==> src/rtl/post_code_pkg.sv <==
`default_nettype none
// ============================================================================
// Module   : post_code_pkg
// Purpose  : Shared types and constants for the POST-code sequencer.
//            Holds the frame FSM state encoding, the port-ID constants, the
//            header sync bit, the FIFO entry type and a header-builder helper.
// Ports    : none (package)
// Revision : 1.0 - initial release
// ============================================================================
package post_code_pkg;

   typedef enum logic [2:0] {
      ST_IDLE = 3'd0,
      ST_HDR  = 3'd1,
      ST_DHI  = 3'd2,
      ST_DLO  = 3'd3,
      ST_CHK  = 3'd4
   } seq_state_t;

   localparam logic PORT_80  = 1'b0;
   localparam logic PORT_81  = 1'b1;
   localparam logic HDR_SYNC = 1'b1;

   typedef struct packed {
      logic       port_id;
      logic [7:0] data;
   } post_entry_t;

   // Header nibble: {sync, overflow snapshot, reserved 0, port id}
   function automatic logic [3:0] mk_hdr(input logic ovf, input logic pid);
      return {HDR_SYNC, ovf, 1'b0, pid};
   endfunction

endpackage
`default_nettype wire

==> src/rtl/post_code_fifo.sv <==
`default_nettype none
// ============================================================================
// Module   : post_code_fifo
// Purpose  : Synchronous FIFO of POST entries. Pointers carry one extra bit so
//            full and empty are distinguished by the occupancy difference.
//            Simultaneous push and pop are legal in any state, including full.
// Ports    : sys_clk, rst_n      - clock, async active-low reset
//            push, push_data     - write request and entry
//            pop, pop_data       - read request; pop_data is the current head
//            full, empty, level  - status
// Revision : 1.0 - initial release
// ============================================================================
module post_code_fifo
   import post_code_pkg::*;
#(
   parameter int DEPTH = 8
) (
   input  logic                     sys_clk,
   input  logic                     rst_n,
   input  logic                     push,
   input  post_entry_t              push_data,
   input  logic                     pop,
   output post_entry_t              pop_data,
   output logic                     full,
   output logic                     empty,
   output logic [$clog2(DEPTH):0]   level
);

   localparam int              c_AW   = $clog2(DEPTH);
   localparam logic [c_AW:0]   c_FULL = DEPTH[c_AW:0];

   post_entry_t     r_mem [DEPTH];
   logic [c_AW:0]   r_wr_ptr;
   logic [c_AW:0]   r_rd_ptr;

   always_ff @(posedge sys_clk or negedge rst_n) begin
      if (!rst_n) begin
         r_wr_ptr <= '0;
         r_rd_ptr <= '0;
      end else begin
         if (push) r_wr_ptr <= r_wr_ptr + 1'b1;
         if (pop)  r_rd_ptr <= r_rd_ptr + 1'b1;
      end
   end

   // Storage needs no reset; only locations behind the write pointer are read.
   always_ff @(posedge sys_clk) begin
      if (push) r_mem[r_wr_ptr[c_AW-1:0]] <= push_data;
   end

   assign pop_data = r_mem[r_rd_ptr[c_AW-1:0]];
   assign level    = r_wr_ptr - r_rd_ptr;
   assign full     = (level == c_FULL);
   assign empty    = (level == '0);

endmodule
`default_nettype wire

==> src/rtl/post_code_sequencer.sv <==
`default_nettype none
// ============================================================================
// Module   : post_code_sequencer
// Purpose  : Stages port 80h/81h POST-code writes, arbitrates them round-robin
//            into a FIFO and serialises each entry as a 4-nibble frame
//            (header, data hi, data lo, checksum) on a 4-bit QSPI output.
// Ports    : sys_clk, rst_n            - clock, async active-low reset
//            p80_wr/p80_data           - port 80h write strobe and data
//            p81_wr/p81_data           - port 81h write strobe and data
//            qspi_ack                  - host consumed current nibble
//            ovf_clr                   - clear sticky overflow
//            qspi_out/qspi_valid       - frame nibble and its qualifier
//            qspi_int                  - data pending
//            overflow                  - sticky drop flag
//            fifo_level                - FIFO occupancy
// Config   : POST_DEDUP_EN - drop writes equal to the last value pushed for
//            the same port (last-value registers reset to 0x00).
// Revision : 1.0 - initial release
// ============================================================================
module post_code_sequencer
   import post_code_pkg::*;
#(
   parameter int FIFO_DEPTH = 8
) (
   input  logic                          sys_clk,
   input  logic                          rst_n,
   input  logic                          p80_wr,
   input  logic [7:0]                    p80_data,
   input  logic                          p81_wr,
   input  logic [7:0]                    p81_data,
   input  logic                          qspi_ack,
   input  logic                          ovf_clr,
   output logic [3:0]                    qspi_out,
   output logic                          qspi_valid,
   output logic                          qspi_int,
   output logic                          overflow,
   output logic [$clog2(FIFO_DEPTH):0]   fifo_level
);

   logic          r_stg80_vld, r_stg81_vld;
   logic [7:0]    r_stg80_data, r_stg81_data;
   logic          r_rr_ptr;
   seq_state_t    r_state;
   post_entry_t   r_cur;
   logic [3:0]    r_hdr;

   logic          w_take80, w_take81;
   logic          w_full, w_empty, w_pop, w_push, w_sel81;
   logic          w_drain80, w_drain81, w_ovf_set;
   post_entry_t   w_push_entry, w_head;
   logic [3:0]    w_hdr_new;

`ifdef POST_DEDUP_EN
   logic [7:0]    r_last80, r_last81;

   assign w_take80 = p80_wr && (p80_data != r_last80);
   assign w_take81 = p81_wr && (p81_data != r_last81);

   always_ff @(posedge sys_clk or negedge rst_n) begin
      if (!rst_n) begin
         r_last80 <= 8'h00;
         r_last81 <= 8'h00;
      end else begin
         if (w_drain80) r_last80 <= r_stg80_data;
         if (w_drain81) r_last81 <= r_stg81_data;
      end
   end
`else
   assign w_take80 = p80_wr;
   assign w_take81 = p81_wr;
`endif

   // A pop frees a slot in the same cycle, so a full FIFO still accepts a push.
   assign w_pop        = !w_empty && ((r_state == ST_IDLE) ||
                                      (r_state == ST_CHK && qspi_ack));
   assign w_sel81      = r_stg81_vld && (!r_stg80_vld || r_rr_ptr);
   assign w_push       = (r_stg80_vld || r_stg81_vld) && (!w_full || w_pop);
   assign w_push_entry = w_sel81 ? '{port_id: PORT_81, data: r_stg81_data}
                                 : '{port_id: PORT_80, data: r_stg80_data};
   assign w_drain80    = w_push && !w_sel81;
   assign w_drain81    = w_push &&  w_sel81;

   // Only a code that is actually lost counts; a register that drains in the
   // same cycle it is rewritten has already handed its old entry to the FIFO.
   assign w_ovf_set    = (w_take80 && r_stg80_vld && !w_drain80) ||
                         (w_take81 && r_stg81_vld && !w_drain81);

   assign w_hdr_new    = mk_hdr(overflow, w_head.port_id);
   assign qspi_int     = (fifo_level != '0) || (r_state != ST_IDLE);

   post_code_fifo #(
      .DEPTH (FIFO_DEPTH)
   ) u_fifo (
      .sys_clk   (sys_clk),
      .rst_n     (rst_n),
      .push      (w_push),
      .push_data (w_push_entry),
      .pop       (w_pop),
      .pop_data  (w_head),
      .full      (w_full),
      .empty     (w_empty),
      .level     (fifo_level)
   );

   // Staging, arbiter pointer and overflow flag
   always_ff @(posedge sys_clk or negedge rst_n) begin
      if (!rst_n) begin
         r_stg80_vld  <= 1'b0;
         r_stg81_vld  <= 1'b0;
         r_stg80_data <= 8'h00;
         r_stg81_data <= 8'h00;
         r_rr_ptr     <= PORT_80;
         overflow     <= 1'b0;
      end else begin
         if (w_take80) begin
            r_stg80_vld  <= 1'b1;
            r_stg80_data <= p80_data;
         end else if (w_drain80) begin
            r_stg80_vld  <= 1'b0;
         end
         if (w_take81) begin
            r_stg81_vld  <= 1'b1;
            r_stg81_data <= p81_data;
         end else if (w_drain81) begin
            r_stg81_vld  <= 1'b0;
         end
         if (w_push && r_stg80_vld && r_stg81_vld) r_rr_ptr <= ~r_rr_ptr;
         if (w_ovf_set)    overflow <= 1'b1;
         else if (ovf_clr) overflow <= 1'b0;
      end
   end

   // Frame sequencer
   always_ff @(posedge sys_clk or negedge rst_n) begin
      if (!rst_n) begin
         r_state    <= ST_IDLE;
         r_cur      <= '0;
         r_hdr      <= 4'h0;
         qspi_out   <= 4'h0;
         qspi_valid <= 1'b0;
      end else begin
         case (r_state)
            ST_IDLE: begin
               if (w_pop) begin
                  r_cur      <= w_head;
                  r_hdr      <= w_hdr_new;
                  qspi_out   <= w_hdr_new;
                  qspi_valid <= 1'b1;
                  r_state    <= ST_HDR;
               end
            end
            ST_HDR: begin
               if (qspi_ack) begin
                  qspi_out <= r_cur.data[7:4];
                  r_state  <= ST_DHI;
               end
            end
            ST_DHI: begin
               if (qspi_ack) begin
                  qspi_out <= r_cur.data[3:0];
                  r_state  <= ST_DLO;
               end
            end
            ST_DLO: begin
               if (qspi_ack) begin
                  qspi_out <= r_hdr ^ r_cur.data[7:4] ^ r_cur.data[3:0];
                  r_state  <= ST_CHK;
               end
            end
            ST_CHK: begin
               if (qspi_ack) begin
                  if (w_pop) begin
                     r_cur    <= w_head;
                     r_hdr    <= w_hdr_new;
                     qspi_out <= w_hdr_new;
                     r_state  <= ST_HDR;
                  end else begin
                     qspi_out   <= 4'h0;
                     qspi_valid <= 1'b0;
                     r_state    <= ST_IDLE;
                  end
               end
            end
            default: begin
               qspi_out   <= 4'h0;
               qspi_valid <= 1'b0;
               r_state    <= ST_IDLE;
            end
         endcase
      end
   end

endmodule
`default_nettype wire

==> config.mk <==
export PLATFORM = sky130hd
export DESIGN_NAME = post_code_sequencer
export DESIGN_NICKNAME = d
export VERILOG_FILES = /design/src/rtl/post_code_pkg.sv /design/src/rtl/post_code_fifo.sv /design/src/rtl/post_code_sequencer.sv
export SDC_FILE = /design/constraint.sdc
export NUM_CORES = 1
export LEC_CHECK = 0
export ABC_AREA = 1
export BUFFER_PORTS_ARGS = -buffer_cell sky130_fd_sc_hd__buf_2
export CAP_MARGIN = 10
export CELL_PAD_IN_SITES_DETAIL_PLACEMENT = 1
export CELL_PAD_IN_SITES_GLOBAL_PLACEMENT = 1
export CORE_UTILIZATION = 47
export CTS_BUF_LIST = sky130_fd_sc_hd__clkbuf_8
export CTS_CLUSTER_SIZE = 24
export DETAILED_ROUTE_END_ITERATION = 8
export PLACE_DENSITY = 0.88
export SYNTH_ARGS = -nofsm -noshare
export SYNTH_HDL_FRONTEND = slang
export SYNTH_SLANG_ARGS = --single-unit
==> constraint.sdc <==
create_clock -name sys_clk -period 4.9 [get_ports sys_clk]
set_clock_uncertainty 0.15 [all_clocks]
set_input_delay 0.245 -clock sys_clk [delete_from_list [all_inputs] [get_ports sys_clk]]
set_output_delay 0.245 -clock sys_clk [all_outputs]
set_load 0.01 [all_outputs]
-- After elaboration in Yosys (flattened, before gate mapping)
Memories as Yosys holds them, arrays and structs flattened.
Cells that the tools add are included.
- memories: 1
- register bits after elaboration: 49
- RAM bits: 72
- output and inout bits: 11
- memories (name ; words ; width ; read ports ; clocked after Yosys merged registers in ; write ports ; line ; source):
    u_fifo.r_mem ; 8 ; 9 ; 1 ; 0 ; 1 ; post_code_fifo.sv:32 ; post_entry_t r_mem [DEPTH];
- reductions and logical operators: 36
- bitwise operators: 4
- multiplexer cells: 33
- eq/ne operators: 11
- add/subtract/negate cells: 3
- operators with widths (kind ; count):
    $mux 4 ; 8
    $mux 9 ; 3
    $pmux 4 s5 ; 1
    $pmux 9 s2 ; 1
    $mux 3 ; 5
    $pmux 3 s5 ; 1
    $logic_and 1x1->1 ; 12
    $mux 1 ; 12
    $ne 2x2->1 const B ; 6
    $add 4x1->4 const B ; 2
    $pmux 4 s2 ; 1
    $reduce_bool 2->1 ; 4
    $xor 4x4->4 ; 2
    $eq 3x2->1 const B ; 2
    $logic_not 1->1 ; 6
    $logic_or 1x1->1 ; 6
    $reduce_and 5->1 ; 1
    $eq 4x4->1 const B ; 1
    $logic_not 4->1 ; 1
    $reduce_and 4->1 ; 1
    $reduce_bool 4->1 ; 1
    $sub 4x4->4 ; 1
    $eq 3x1->1 const B ; 1
    $eq 3x3->1 const B ; 1
    6 further kinds ; 7

-- Depth between registers and ports, before layout
- depth in word-level cells: 11
- gate-level depth with buffers: 15

-- Hierarchy
A second synthesis with hierarchy kept.
- cells, all modules: 620
- area total of the unflattened synthesis: 5541.6 sq um
- modules (own cells, without submodules) (module ; area an instance (sq um) ; instances ; cells each):
    post_code_fifo ; 3642.2 ; 1 ; 374
    post_code_sequencer ; 1899.3 ; 1 ; 246

-- Worst setup path before layout
No wires, ideal clock.
- path kind: reg2reg
- start: register u_fifo.r_wr_ptr[0]
- end: memory u_fifo.r_mem[0][0] (netlist name) (enable)
- path buffers: 1
- stages on the path, launching flop included: 13
- library setup time: 387 ps
- period minus slack after synthesis: 3107 ps
- arrival time: 2571 ps
- path slack: 1793 ps
- path through: dfrtp_1 -> inv_1 -> ha_1 -> inv_1 -> fa_1 -> nand2_1 -> clkinv_1 -> nor2_2 -> nor2_4 -> nand3_2 -> nand2_2 -> buf_6 -> nor3_1
- cells in the longest elaborated chain, start to end: 8
- elaborated cells between the ends (all ways): 10
- those cells by class: add/sub: 1; eq/ne: 1; mux: 2; reduce/logical: 6
- RTL lines (element ; line ; source):
    start: declaration ; post_code_fifo.sv:33 ; logic [c_AW:0] r_wr_ptr;
    start signal: assignment ; post_code_fifo.sv:41 ; if (push) r_wr_ptr <= r_wr_ptr + 1'b1;
    $sub 4x4->4 (*) ; post_code_fifo.sv:52 ; assign level = r_wr_ptr - r_rd_ptr;
    net fifo_level[2] ; post_code_sequencer.sv:37 ; output logic [$clog2(FIFO_DEPTH):0] fifo_level
    $logic_not 4->1 ; post_code_fifo.sv:54 ; assign empty = (level == '0);
    $logic_not 1->1 ; post_code_sequencer.sv:74 ; assign w_pop = !w_empty && ((r_state == ST_IDLE) ||
    $logic_and 1x1->1 ; post_code_sequencer.sv:74 ;
    $logic_or 1x1->1 (*) ; post_code_sequencer.sv:77 ; assign w_push = (r_stg80_vld || r_stg81_vld) && (!w_full || w_pop);
    $logic_and 1x1->1 (*) ; post_code_sequencer.sv:77 ;
    $mux 1 (*) ; post_code_fifo.sv:48 ; if (push) r_mem[r_wr_ptr[c_AW-1:0]] <= push_data;
    $mux 1 (implied by the code) (*) ; post_code_fifo.sv:48 ;
    end: declaration ; post_code_fifo.sv:32 ;
The timed path passes the listed nets; every way through them passes the cells marked *.

-- Worst setup path after layout
- start: register u_fifo.r_rd_ptr[1]
- end: memory u_fifo.r_mem[6][5] (netlist name) (enable)
- cells in the longest elaborated chain, start to end: 8
- elaborated cells between the ends (all ways): 10
- those cells by class: add/sub: 1; eq/ne: 1; mux: 2; reduce/logical: 6
- RTL lines (element ; line ; source):
    start: declaration ; post_code_fifo.sv:34 ; logic [c_AW:0] r_rd_ptr;
    start signal: assignment ; post_code_fifo.sv:42 ; if (pop) r_rd_ptr <= r_rd_ptr + 1'b1;
    $sub 4x4->4 (*) ; post_code_fifo.sv:52 ;
    $logic_not 4->1 ; post_code_fifo.sv:54 ;
    $logic_not 1->1 ; post_code_sequencer.sv:74 ;
    $logic_and 1x1->1 ; post_code_sequencer.sv:74 ;
    $logic_or 1x1->1 (*) ; post_code_sequencer.sv:77 ;
    $logic_and 1x1->1 (*) ; post_code_sequencer.sv:77 ;
    $mux 1 (*) ; post_code_fifo.sv:48 ;
    $mux 1 (implied by the code) (*) ; post_code_fifo.sv:48 ;
Every way passes the cells marked *; elsewhere a longest branch is shown, timed or not.

==> metrics <==
met1 GRT Util=30.8%; Worst VDD drop=0.000375 V; Max Freq=about 260 MHz; Worst-Margin Slew=1210 ps; routability cong.=0.788; IO Port Bufs=32; Max-Cap Viols=0; crit path max fanout=22; clk sink count=119; top post-synthesis cells by area=edfxtp_1 (41%), dfrtp_1 (22%), nand2_1 (9.7%), o21ai_0 (5.3%), nor2_1 (3.1%); Seq/Total Area, Yosys=between 60% and 70%; gr usage total=a little over a quarter; Pwr per Cell Area=710 nW/um2; gate count of the mapped netlist=about 500; Synth Register Bits=between 100 and 150; min Tclk post-route=between 3000 and 4000 ps; Synth top area share=41.2%; GR peak layer=met2; initial antenna violation count=0; CTS root buf=clkbuf_8; Die X-Extent=108 um; initial core utilization=48.4%; Stages on worst setup path=9; Clock Latency Late Sink=430 ps; CTS tree=done; Worst Path Arrival=3720 ps; slew margin rel.=18.6%; placed wire-length estimate=9.11 mm; H-tree depth=4; final wirelength=14.1 mm; global routing usage on met3=7.51%; CP max stage delay=790 ps; vias in the first global route=4,385; crit path cell chain=inv_1, fa_1, nand2_1, clkinv_1, nor2_2, nor2_4, nand3_2, nand2_2, nor4_2; M2 GR Usage=between 40% and 50%; DR vias/cell=5.42; family with the most delay on the worst path=simple AND/OR/NAND/NOR gates; Pins Over Slew Limit=0; nets@finish=607; Hold WC Path Type=in2reg; die area=approximately 12,000 um2; Detailed Routing Iterations Pass 1=4; outcome=completed; Critical Path RT=4800 ps; WS Path Type=reg2reg; WL/cell=19.3 um; DR vias=3,958; I/O pin total=33; number of buffers created by CTS=17; WHS Path Cells=3; share of cells above drive strength 1=17.6%; Die Y=108 um; Distinct cells, synth=35; clock slew at reported path FFs=70 ps; core area=~11,000 um2; Hold Vio Cnt, Final=0; CP Launch Type=register; first-pass GRT wire length=22.7 mm; critical path capture point type=register; antenna viol nets, final=0; synth warn=0; row count=38; Pleak=0.00264 uW; Setup Fix Bufs, Post-CTS=0; Yosys top cell by area=edfxtp_1; Post-route DRC=0; setup tns final=0 ps; buffers and inverters on the worst path=2; final std cells w/o fill=730; post_cts resized=0; CP max stage cell=nor4_2; maximum root-to-sink buffer count=2; antenna cell count=0; total grt overflow=0; syn_nets=538; Mapped Area=5250 um2; RSZ-0062 raised after global routing=false; Synth Area per Inst=between 10 and 15 um2; period utilisation layout=78.1%; largest net degree at the start of global routing=48; Placed Cells=671; Final setup violation count=0; area delta synth->final=17.6%; worst reg-to-reg path cell count=9; initial drt markers=230
==> worst min-delay path: stages <==
cell     delay, ps
buf_2          170
nand2_1         80
nand2_1         80
==> final cells by class <==
cell class              count  area (um2)
fillers                  1196        4670
clock buffers              17         234
well taps                 140         175
clock inverters            13         119
inverters                  44         165
multi-input cells         328        1650
repair buffers             69         495
flip-flops and latches    119        3340
==> routing by layer <==
layer,share of wire (%),wire length [um]
met5,0,0
met4,2.5,360
met3,4.0,562
met2,53,7470
met1,41,5730
==> cell families (layout without fill, tap and decap cells) <==
| group | count (synthesis) | after routing | share of synthesized area [%] |
|---|---|---|---|
| DFF | 119 | 119 | 63.6 |
| adders and majority gates | 6 | 6 | 1.57 |
| buffers and inverters | 63 | 143 | 5.08 |
| and+or+nand+nor | 215 | 215 | 17.3 |
| AOI/OAI and AO/OA | 98 | 98 | 10.9 |
| xor gates and xnor gates | 9 | 9 | 1.50 |
==> timing repair <==
action                                 in CTS  in global routing
setup endpoints to repair                   0                  0
hold buffers                               26                  0
endpoints found under the hold margin      66                  0
==> power by group <==
group | internal (uW) | total, uW | switching, uW | leakage, uW
combinational | 585 | 1880 | 1300 | 0.00122
sequential | 1490 | 1690 | 201 | 0.00123
clock | 434 | 810 | 376 | 0.000186
==> through the flow <==
| stage | total power (uW) | setup WS (ps) | area (um2) | hold WS, ps | utilization [%] |
|---|---|---|---|---|---|
| finish | 4380 | 1070 | 6170 | 50.6 | 56.9 |
| global route | 4690 | 798 | 6170 | 43.6 | 56.9 |
| CTS | 4390 | 824 | 6160 | 2.51 | 56.8 |
| detailed placement | 3520 | 881 | 5540 | 249 | 51.1 |
| global placement | 3380 | 1220 | 5540 | 242 | 51.1 |
| floorplan | 2960 | 1790 | 5250 | -201 | - |
==> layout by cell type (no fill, tap or decap), drive strengths merged <==
cell / n
a21o: 1
a21oi: 5
buf: 42
bufinv: 2
clkbuf: 18
clkinv: 7
clkinvlp: 3
dfrtp: 47
dlygate4sd3: 26
edfxtp: 72
fa: 1
ha: 5
inv: 45
nand2: 139
nand3: 16
nand4: 1
nor2: 47
nor3: 7
nor4: 1
o21ai: 72
o221ai: 1
o22ai: 19
or2: 4
xnor2: 1
xor2: 8
==> synthesized netlist by cell type, drive strengths merged <==
cell type and instances:
nor3 7, xnor2 1, edfxtp 72, nor2 47, fa 1, ha 5
xor2 8, or2 4, nor4 1, o21ai 72, a21oi 5, o22ai 19
clkbuf 10, buf 9, o221ai 1, a21o 1, dfrtp 47, nand2 139
nand4 1, inv 42, nand3 16, clkinv 2
==> flip-flops by register name (all words and copies together) (netlist names) <==
name and count:
u_fifo.r_mem 72, r_cur 8, r_stg80_data 8, r_stg81_data 8, qspi_out 4, u_fifo.r_rd_ptr 4, u_fifo.r_wr_ptr 4, r_hdr 3
r_state 3, overflow 1, qspi_valid 1, r_rr_ptr 1, r_stg80_vld 1, r_stg81_vld 1
==> worst paths after layout <==
path / start / to / slack, ps
setup reg to reg: u_fifo.r_rd_ptr[1]$_DFFE_PN0N_ / u_fifo.r_mem[6][5]$_DFFE_PP_ / 1070
setup / recovery: u_fifo.r_rd_ptr[1]$_DFFE_PN0N_ / u_fifo.r_mem[6][5]$_DFFE_PP_ / 1070
hold / removal: p80_wr / r_stg80_data[5]$_DFFE_PN0P_ / 50
max in group asynchronous: rst_n / r_stg80_data[6]$_DFFE_PN0P_ / 3850
hold reg to reg: qspi_out[3]$_DFFE_PN0P_ / qspi_out[3]$_DFFE_PN0P_ / 330
min in group asynchronous: rst_n / r_cur[7]$_DFFE_PN0P_ / 300
Note: power is estimated with default switching activity, not from simulation.
